===== src/rtl/dispensador_pkg.sv =====
// Shared constants for the cork dispenser family: FSM encoding and default
// capacity and batch values used by the tray, fsm_dispensador and this block.
package dispensador_pkg;

  localparam logic [1:0] ST_IDLE    = 2'd0;
  localparam logic [1:0] ST_ENTREGA = 2'd1;
  localparam logic [1:0] ST_ESPERA  = 2'd2;

  localparam int DEF_CAPACITY = 100;
  localparam int DEF_BATCH    = 20;

  typedef enum logic [1:0] {
    IDLE    = ST_IDLE,
    ENTREGA = ST_ENTREGA,
    ESPERA  = ST_ESPERA
  } estado_t;

endpackage


===== src/rtl/estoque_contador.sv =====
// Stock register for the dispenser. A reload restores CAPACITY; a serve
// subtracts n. When both happen on the same edge, the serve applies to the
// freshly reloaded stock.
module estoque_contador import dispensador_pkg::*; #(
  parameter int WIDTH    = 7,
  parameter int CAPACITY = DEF_CAPACITY
) (
  input  logic             clk,
  input  logic             rst,
  input  logic             load,
  input  logic             sub,
  input  logic [WIDTH-1:0] n,
  output logic [WIDTH-1:0] estoque
);

  localparam logic [WIDTH-1:0] CAP_W = WIDTH'(CAPACITY);

  // Load/subtract stock register; it resets to a full dispenser.
  always_ff @(posedge clk or posedge rst) begin
    if (rst) begin
      estoque <= CAP_W;
    end else if (load && sub) begin
      estoque <= CAP_W - n;
    end else if (load) begin
      estoque <= CAP_W;
    end else if (sub) begin
      estoque <= estoque - n;
    end
  end

endmodule


===== src/rtl/dispensador_lotes.sv =====
// Batch dispenser: serves tray refill requests from fsm_dispensador in
// batches of BATCH corks. It tracks stock per cork, accepts external reloads
// and reports low, empty and blocked-request status.
module dispensador_lotes import dispensador_pkg::*; #(
  parameter int WIDTH     = 7,
  parameter int CAPACITY  = DEF_CAPACITY,
  parameter int BATCH     = DEF_BATCH,
  parameter int LOW_MARK  = 20,
  parameter int PARCIAL   = 0,
  parameter int CNT_WIDTH = 8
) (
  input  logic                 clk,
  input  logic                 rst,
  input  logic                 ativar,
  input  logic                 recarga,
  output logic                 reabastecer,
  output logic [WIDTH-1:0]     lote,
  output logic [WIDTH-1:0]     estoque,
  output logic                 vazio,
  output logic                 baixo,
  output logic                 pendente,
  output logic [CNT_WIDTH-1:0] entregas
);

  localparam logic [WIDTH-1:0] BATCH_W = WIDTH'(BATCH);
  localparam logic [WIDTH-1:0] LOW_W   = WIDTH'(LOW_MARK);

  estado_t          estado;
  logic             pode;
  logic             servir;
  logic [WIDTH-1:0] n;

  // Decide whether a request can be served, and how many corks to hand out,
  // based on the stock held before the current edge.
  always_comb begin
    pode   = (estoque >= BATCH_W) || ((PARCIAL != 0) && (estoque != '0));
    n      = (estoque < BATCH_W) ? estoque : BATCH_W;
    servir = (estado == IDLE) && ativar && pode;
  end

  estoque_contador #(
    .WIDTH    (WIDTH),
    .CAPACITY (CAPACITY)
  ) u_estoque (
    .clk     (clk),
    .rst     (rst),
    .load    (recarga),
    .sub     (servir),
    .n       (n),
    .estoque (estoque)
  );

  // Status flags are taken straight from the registered stock count.
  always_comb begin
    vazio = (estoque == '0);
    baixo = (estoque <= LOW_W);
  end

  // Request FSM. It serves one batch per assertion of ativar and then waits
  // for ativar to drop before it accepts another request.
  always_ff @(posedge clk or posedge rst) begin
    if (rst) begin
      estado      <= IDLE;
      reabastecer <= 1'b0;
      lote        <= '0;
      pendente    <= 1'b0;
      entregas    <= '0;
    end else begin
      case (estado)
        IDLE: begin
          reabastecer <= 1'b0;
          if (ativar && pode) begin
            reabastecer <= 1'b1;
            lote        <= n;
            entregas    <= entregas + 1'b1;
            pendente    <= 1'b0;
            estado      <= ENTREGA;
          end else if (ativar) begin
            pendente <= 1'b1;
          end else begin
            pendente <= 1'b0;
          end
        end
        ENTREGA: begin
          reabastecer <= 1'b0;
          estado      <= ESPERA;
        end
        ESPERA: begin
          reabastecer <= 1'b0;
          if (!ativar) begin
            estado <= IDLE;
          end
        end
        default: begin
          reabastecer <= 1'b0;
          estado      <= IDLE;
        end
      endcase
    end
  end

endmodule


===== config.mk =====
export PLATFORM = sky130hd
export DESIGN_NAME = dispensador_lotes
export DESIGN_NICKNAME = d
export VERILOG_FILES = /design/src/rtl/dispensador_pkg.sv /design/src/rtl/estoque_contador.sv /design/src/rtl/dispensador_lotes.sv
export SDC_FILE = /design/constraint.sdc
export NUM_CORES = 1
export LEC_CHECK = 0
export BUFFER_PORTS_ARGS = -buffer_cell sky130_fd_sc_hd__buf_2
export CAP_MARGIN = 20
export CORE_MARGIN = 1.5
export CORE_UTILIZATION = 50
export DETAILED_ROUTE_END_ITERATION = 8
export HOLD_SLACK_MARGIN = 0.1
export PLACE_DENSITY = 0.75
export REMOVE_ABC_BUFFERS = 1
export SYNTH_ARGS = -nofsm -noshare
export SYNTH_HDL_FRONTEND = slang
export SYNTH_SLANG_ARGS = --single-unit

===== constraint.sdc =====
create_clock -name clk -period 2.6 [get_ports clk]
set_input_delay 0.52 -clock clk [delete_from_list [all_inputs] [get_ports clk]]
set_output_delay 0.52 -clock clk [all_outputs]
set_load 0.005 [all_outputs]

-- After elaboration in Yosys (flattened, before gate mapping)
Index checks and enable logic that the tools add are counted.
- bitwise gates (word level): 0
- muxes and demuxes: 11
- equal/unequal tests: 4
- reduce and logical (&&, ||, !) cells: 9
- divide/modulo/power cells: 0
- $lt $le $gt $ge: 3
- add/subtract/negate cells: 3
- $mul: 0
- shift-type cells: 0
- operators with widths (operator ; number):
    $mux W7 ; 4
    $add A8 B1 Y8 const B ; 1
    $ge A7 B5 Y1 const B ; 1
    $le A7 B5 Y1 const B ; 1
    $logic_not A7 Y1 ; 1
    $lt A7 B5 Y1 const B ; 1
    $sub A7 B7 Y7 ; 1
    $sub A7 B7 Y7 const A ; 1
    $pmux W2 S3 ; 1
    $logic_and A1 B1 Y1 ; 4
    $mux W1 ; 4
    $mux W2 ; 2
    $reduce_and A2 Y1 ; 2
    $reduce_bool A3 Y1 ; 1
    $eq A2 B1 Y1 const B ; 1
    $eq A2 B2 Y1 const B ; 1
    $logic_not A2 Y1 ; 1
    $ne A2 B1 Y1 const B ; 1
    $ne A2 B2 Y1 const B ; 1
- register bits: 26
- logic and storage cells: 36
- output and inout bits: 26
- memory bits (writable): 0
- latch bits: 0
- memories: 0
- bits in read-only memories: 0

-- Longest topological paths before layout
- depth after elaboration: 6
- gate-level depth with buffers: 8

-- By module
Synthesis repeated with hierarchy kept, for this count alone.
- cells, all modules: 161
- area total of the unflattened synthesis: 1541.5 um^2
- modules (own cells, without submodules) (module ; times used ; area an instance (um^2) ; seq. area each (um^2) ; cells each):
    dispensador_lotes ; 1 ; 820.8 ; 475.5 ; 69
    estoque_contador ; 1 ; 720.7 ; 178.9 ; 92

-- Least setup slack after synthesis
No wires, ideal clock.
- path type: reg-to-reg
- start: register u_estoque.estoque[2]
- end: register u_estoque.estoque[6]
- required time: 2512 ps
- path slack: 527 ps
- setup time: 88 ps
- data arrival time: 1986 ps
- path buffers: 0
- clock period less this slack: 2073 ps
- stages on the path, launching flop included: 9
- cells stage by stage: dfstp_2 > o21ai_2 > nand2_1 > nand2_1 > ha_1 > o21a_1 > o21a_1 > o31a_1 > or3_1
- cells in the longest elaborated chain, start to end: 6
- elaborated cells on any way between the ends: 11
- ends and longest elaborated chain (what ; line ; RTL):
    from (decl) ; estoque_contador.sv:13 ; output logic [WIDTH-1:0] estoque
    from (signal assigned) ; estoque_contador.sv:23 ; estoque <= CAP_W - n;
    from (signal assigned) ; estoque_contador.sv:27 ; estoque <= estoque - n;
    $lt A7 B5 Y1 ; dispensador_lotes.sv:37 ; n = (estoque < BATCH_W) ? estoque : BATCH_W;
    $mux W7 ; dispensador_lotes.sv:37 ;
    $sub A7 B7 Y7 ; estoque_contador.sv:27 ;
    $mux W7 ; estoque_contador.sv:26 ; end else if (sub) begin
    $mux W7 ; estoque_contador.sv:24 ; end else if (load) begin
    $mux W7 ; estoque_contador.sv:22 ; end else if (load && sub) begin
Parallel ways exist; a longest one is shown, timed or not. The select of a mux whose other input is x is not followed.
A chain may end at the register's enable or synchronous reset.

-- Worst setup path in the final report
Ends and elaborated chain as after synthesis.

==> impl_metrics.yaml <==
drt:
  postRouteWirelength_um: 2356
  vias: 944
  antenna_left: 0
  drt-vias-per-instance: 5.488
  detailedRoute.firstPassIterationCount: 4
  detailed_route_iter0_violations: 17
  wl_per_cell_um: 13.70
  remaining_routing_drc_violations: 0
clock_network:
  cts.reportedPaths.clkPinSlew_ps: 150
  cts.sinks: 26
  cts-hold-fix-buffers: 0
  clk_root_buffer_cell: "clkbuf_4"
  clkLatencyLatePin_ps: 320
  postCtsResizedCells: 0
  tritoncts: "done"
  clock_tree.htree_level_count: 1
  cts_post_setup_buffers_inserted: 0
  ctsLongestPathBuffers: 2
  cts_buffers: 3
die:
  die_ar_um2: 2772
  floorplan.rows: 17
  ioPinCount: 30
  initial_core_utilization_pct: 54.15
  die_height_um: 52.65
  core-area_um2: 2276
  floorplan.die.width_um: 52.65
cells_and_area:
  final_core_util_pct: 63.39
  final.fill_count: 189
  post_route_cells_drive_above_1_share_pct: 31.25
  area_growth_syn_to_layout_pct: 17.06
  final_net_count: 152
  antennaDiodeCount: 0
setup_path:
  critPathSlowestCell: "dfstp_2"
  worst_ep_required_time_ps: 2870
  crit_chain: "o21ai_2 > nand2_1 > nand2_1 > ha_1 > o21a_1 > o21a_1 > o31a_1 > or3_1"
  critical_path_cell_count: 8
  r2r_start: "u_estoque.estoque[2]$_DFFE_PP1P_"
  timing_worst_setup_path_type: "flip-flop to flip-flop"
  r2r-end: "u_estoque.estoque[6]$_DFFE_PP1P_"
  critical_path_arrival_ps: 2500
  crit_path_start: "u_estoque.estoque[2]$_DFFE_PP1P_"
  reg2reg_setup_slack_ps: 370
  critical_path_buf_inv_count: 0
  r2r.worst_path.cells: 8
  endpoint_kind: "flip-flop"
  worst_setup_path_start_kind: "flip-flop"
  timing.critical_path.max_delay_family: "compound AO/OA/AOI/OAI gates"
  timing.critical_path.slowest_cell_delay_ps: 630
  crit_path_max_fanout: 8
place:
  finalWeightedCongestion: 0.9151
  detailed_place_hpwl_um: 1671
  placement.io_buffers: 29
yosys:
  yosys_register_bits: 26
  avgSynthCellArea_um2: 10.81
  postSynth.topFlopCell: "dfrtp_1"
  synthArstFlopShare_pct: 100.0
  synth_warnings: 0
  combined_area_of_all_synthesized_cells_um2: 1232
  synth-seq-area-share_pct: 53.10
  synth_enable_flop_cells: 0
  synth_cell_type_count: 41
  synthesis.instances: 114
power:
  total_power_consumption_w: 0.001347
  leakagePower_nw: 0.6974
  peakVddDrop_uv: 612.2
  power.density_cell_area_nw_per_um2: 933.7
run_status:
  outcome: "finished clean"
sta:
  fin_hold_ws_ps: 222.7
  setup_viol_count_final: 0
  timing.final.max_slew_violations: 0
  setup_total_negative_slack_ps: 0
  max_freq_ghz: 0.4477
  clock_skew_ps: 18.27
  rsz_0062_raised_after_global_routing: "false"
  period_minus_slack_ps: 2234
  max_slew_margin_pct: 63.61
  hold_viol: 0
  period_share_pct: 85.91
  worst-slew-pin-transition_ps: 545.8
hold_path:
  min_path_type: "input pin to asynchronous set/reset pin"
global_route:
  grt_pass1_vias: 863
  grt_start_max_net_pins: 27
  globalRouteOverflowTotal: 0
  grt_first_pass_wirelength_um: 3795
  track_usage_pct: 19.00
  antenna_violations_before_repair: 0
job:
  max_cap_violations: 0
## final cells by class
class                           count  area (um^2)  share of cell area (%)
Sequential cell                    26        654.4                   45.36
Multi-Input combinational cell     81        533.0                   36.95
Timing Repair Buffer               31        160.2                   11.10
Tap cell                           28        35.03                   2.428
Clock inverter                      1        30.03                   2.082
Clock buffer                        3        22.52                   1.561
Inverter                            2        7.507                  0.5204
## metrics by stage
step                      area (um^2)  cells  setup slack (ps)
after CTS                        1443    172             370.6
after global routing             1443    172             230.1
after detailed placement         1390    168             394.1
after floorplan                  1195    109             526.5
final                            1443    172             366.5
after global placement           1390    168             424.5
## state kept, by name (all words and copies together) (netlist names)
signal             cells
entregas               8
lote                   7
u_estoque.estoque      7
estado                 2
pendente               1
reabastecer            1
## cells in the mapped netlist (all sizes together) (3+ instances only)
| cell | instances | share of area (%) |
|---|---|---|
| nand2 | 5 | 1.5 |
| buf | 3 | 2.4 |
| nor2b | 7 | 3.6 |
| or2 | 3 | 1.5 |
| ha | 3 | 3.0 |
| nand4 | 5 | 2.5 |
| xnor2 | 6 | 4.3 |
| dfstp | 3 | 6.4 |
| o21ai | 6 | 2.7 |
| nor2 | 8 | 2.6 |
| a21oi | 7 | 3.1 |
| nand3 | 4 | 1.6 |
| dfrtp | 23 | 47 |
## where the power goes
| part | switching [W] | total (W) | leakage [nW] | internal, W |
|---|---|---|---|---|
| Combinational | 0.000214 | 0.000419 | 0.342 | 0.000205 |
| Sequential | 0.000138 | 0.000651 | 0.327 | 0.000513 |
| Clock | 0.000121 | 0.000277 | 0.0279 | 0.000156 |
| Total | 0.000473 | 0.00135 | 0.697 | 0.000874 |
## layout by cell type, fill, tap and decap left out, types with 3 or more instances in the layout
| cell | n |
|---|---|
| dfrtp_1 | 23 |
| a21oi_1 | 6 |
| nand2_1 | 5 |
| dfstp_2 | 3 |
| ha_1 | 3 |
| xnor2_1 | 6 |
| or2_2 | 3 |
| nor2_1 | 7 |
| nor2b_1 | 7 |
| clkbuf_4 | 3 |
| buf_2 | 29 |
| nand4_1 | 5 |
| nand3_1 | 4 |
| o21ai_0 | 4 |
## worst max-delay path by stage
| stage | endpoint | slack (ps) |
|---|---|---|
| 2_1_floorplan | u_estoque.estoque[6]$_DFFE_PP1P_ | 530 |
| 3_3_place_gp | u_estoque.estoque[6]$_DFFE_PP1P_ | 420 |
| 3_5_place_dp | u_estoque.estoque[6]$_DFFE_PP1P_ | 390 |
| 4_1_cts | u_estoque.estoque[6]$_DFFE_PP1P_ | 370 |
| 5_1_grt | u_estoque.estoque[6]$_DFFE_PP1P_ | 230 |
| 6_report | u_estoque.estoque[6]$_DFFE_PP1P_ | 370 |
## routing by layer
layer	global-route usage [%]	part of all wire, %	vias up
li1	-	-	464
met1	24.21	45	452
met2	31.04	50	26
met3	3.714	3.9	2
met4	8.547	0.68	0
met5	0	0	-
## cells by family (layout without fill, tap and decap cells)
logic type | after synthesis | in the layout | synth area share (%)
XOR/XNOR | 7 | 7 | 4.975
multiplexers | 3 | 3 | 2.538
adder cells (fa/ha/maj) | 3 | 3 | 3.046
AND/OR/NAND/NOR | 45 | 45 | 20.71
buffers and inverters | 7 | 37 | 3.655
AO/OA/AOI/OAI | 22 | 22 | 11.68
other | 1 | 1 | 0.3043
flip-flops | 26 | 26 | 53.10
## tightest hold or removal path: cells and delay by family
| kind | cells | cell delay, ps |
|---|---|---|
| buf+inv | 3 | 450 |
No activity file was read; power rests on OpenSTA's default activity.
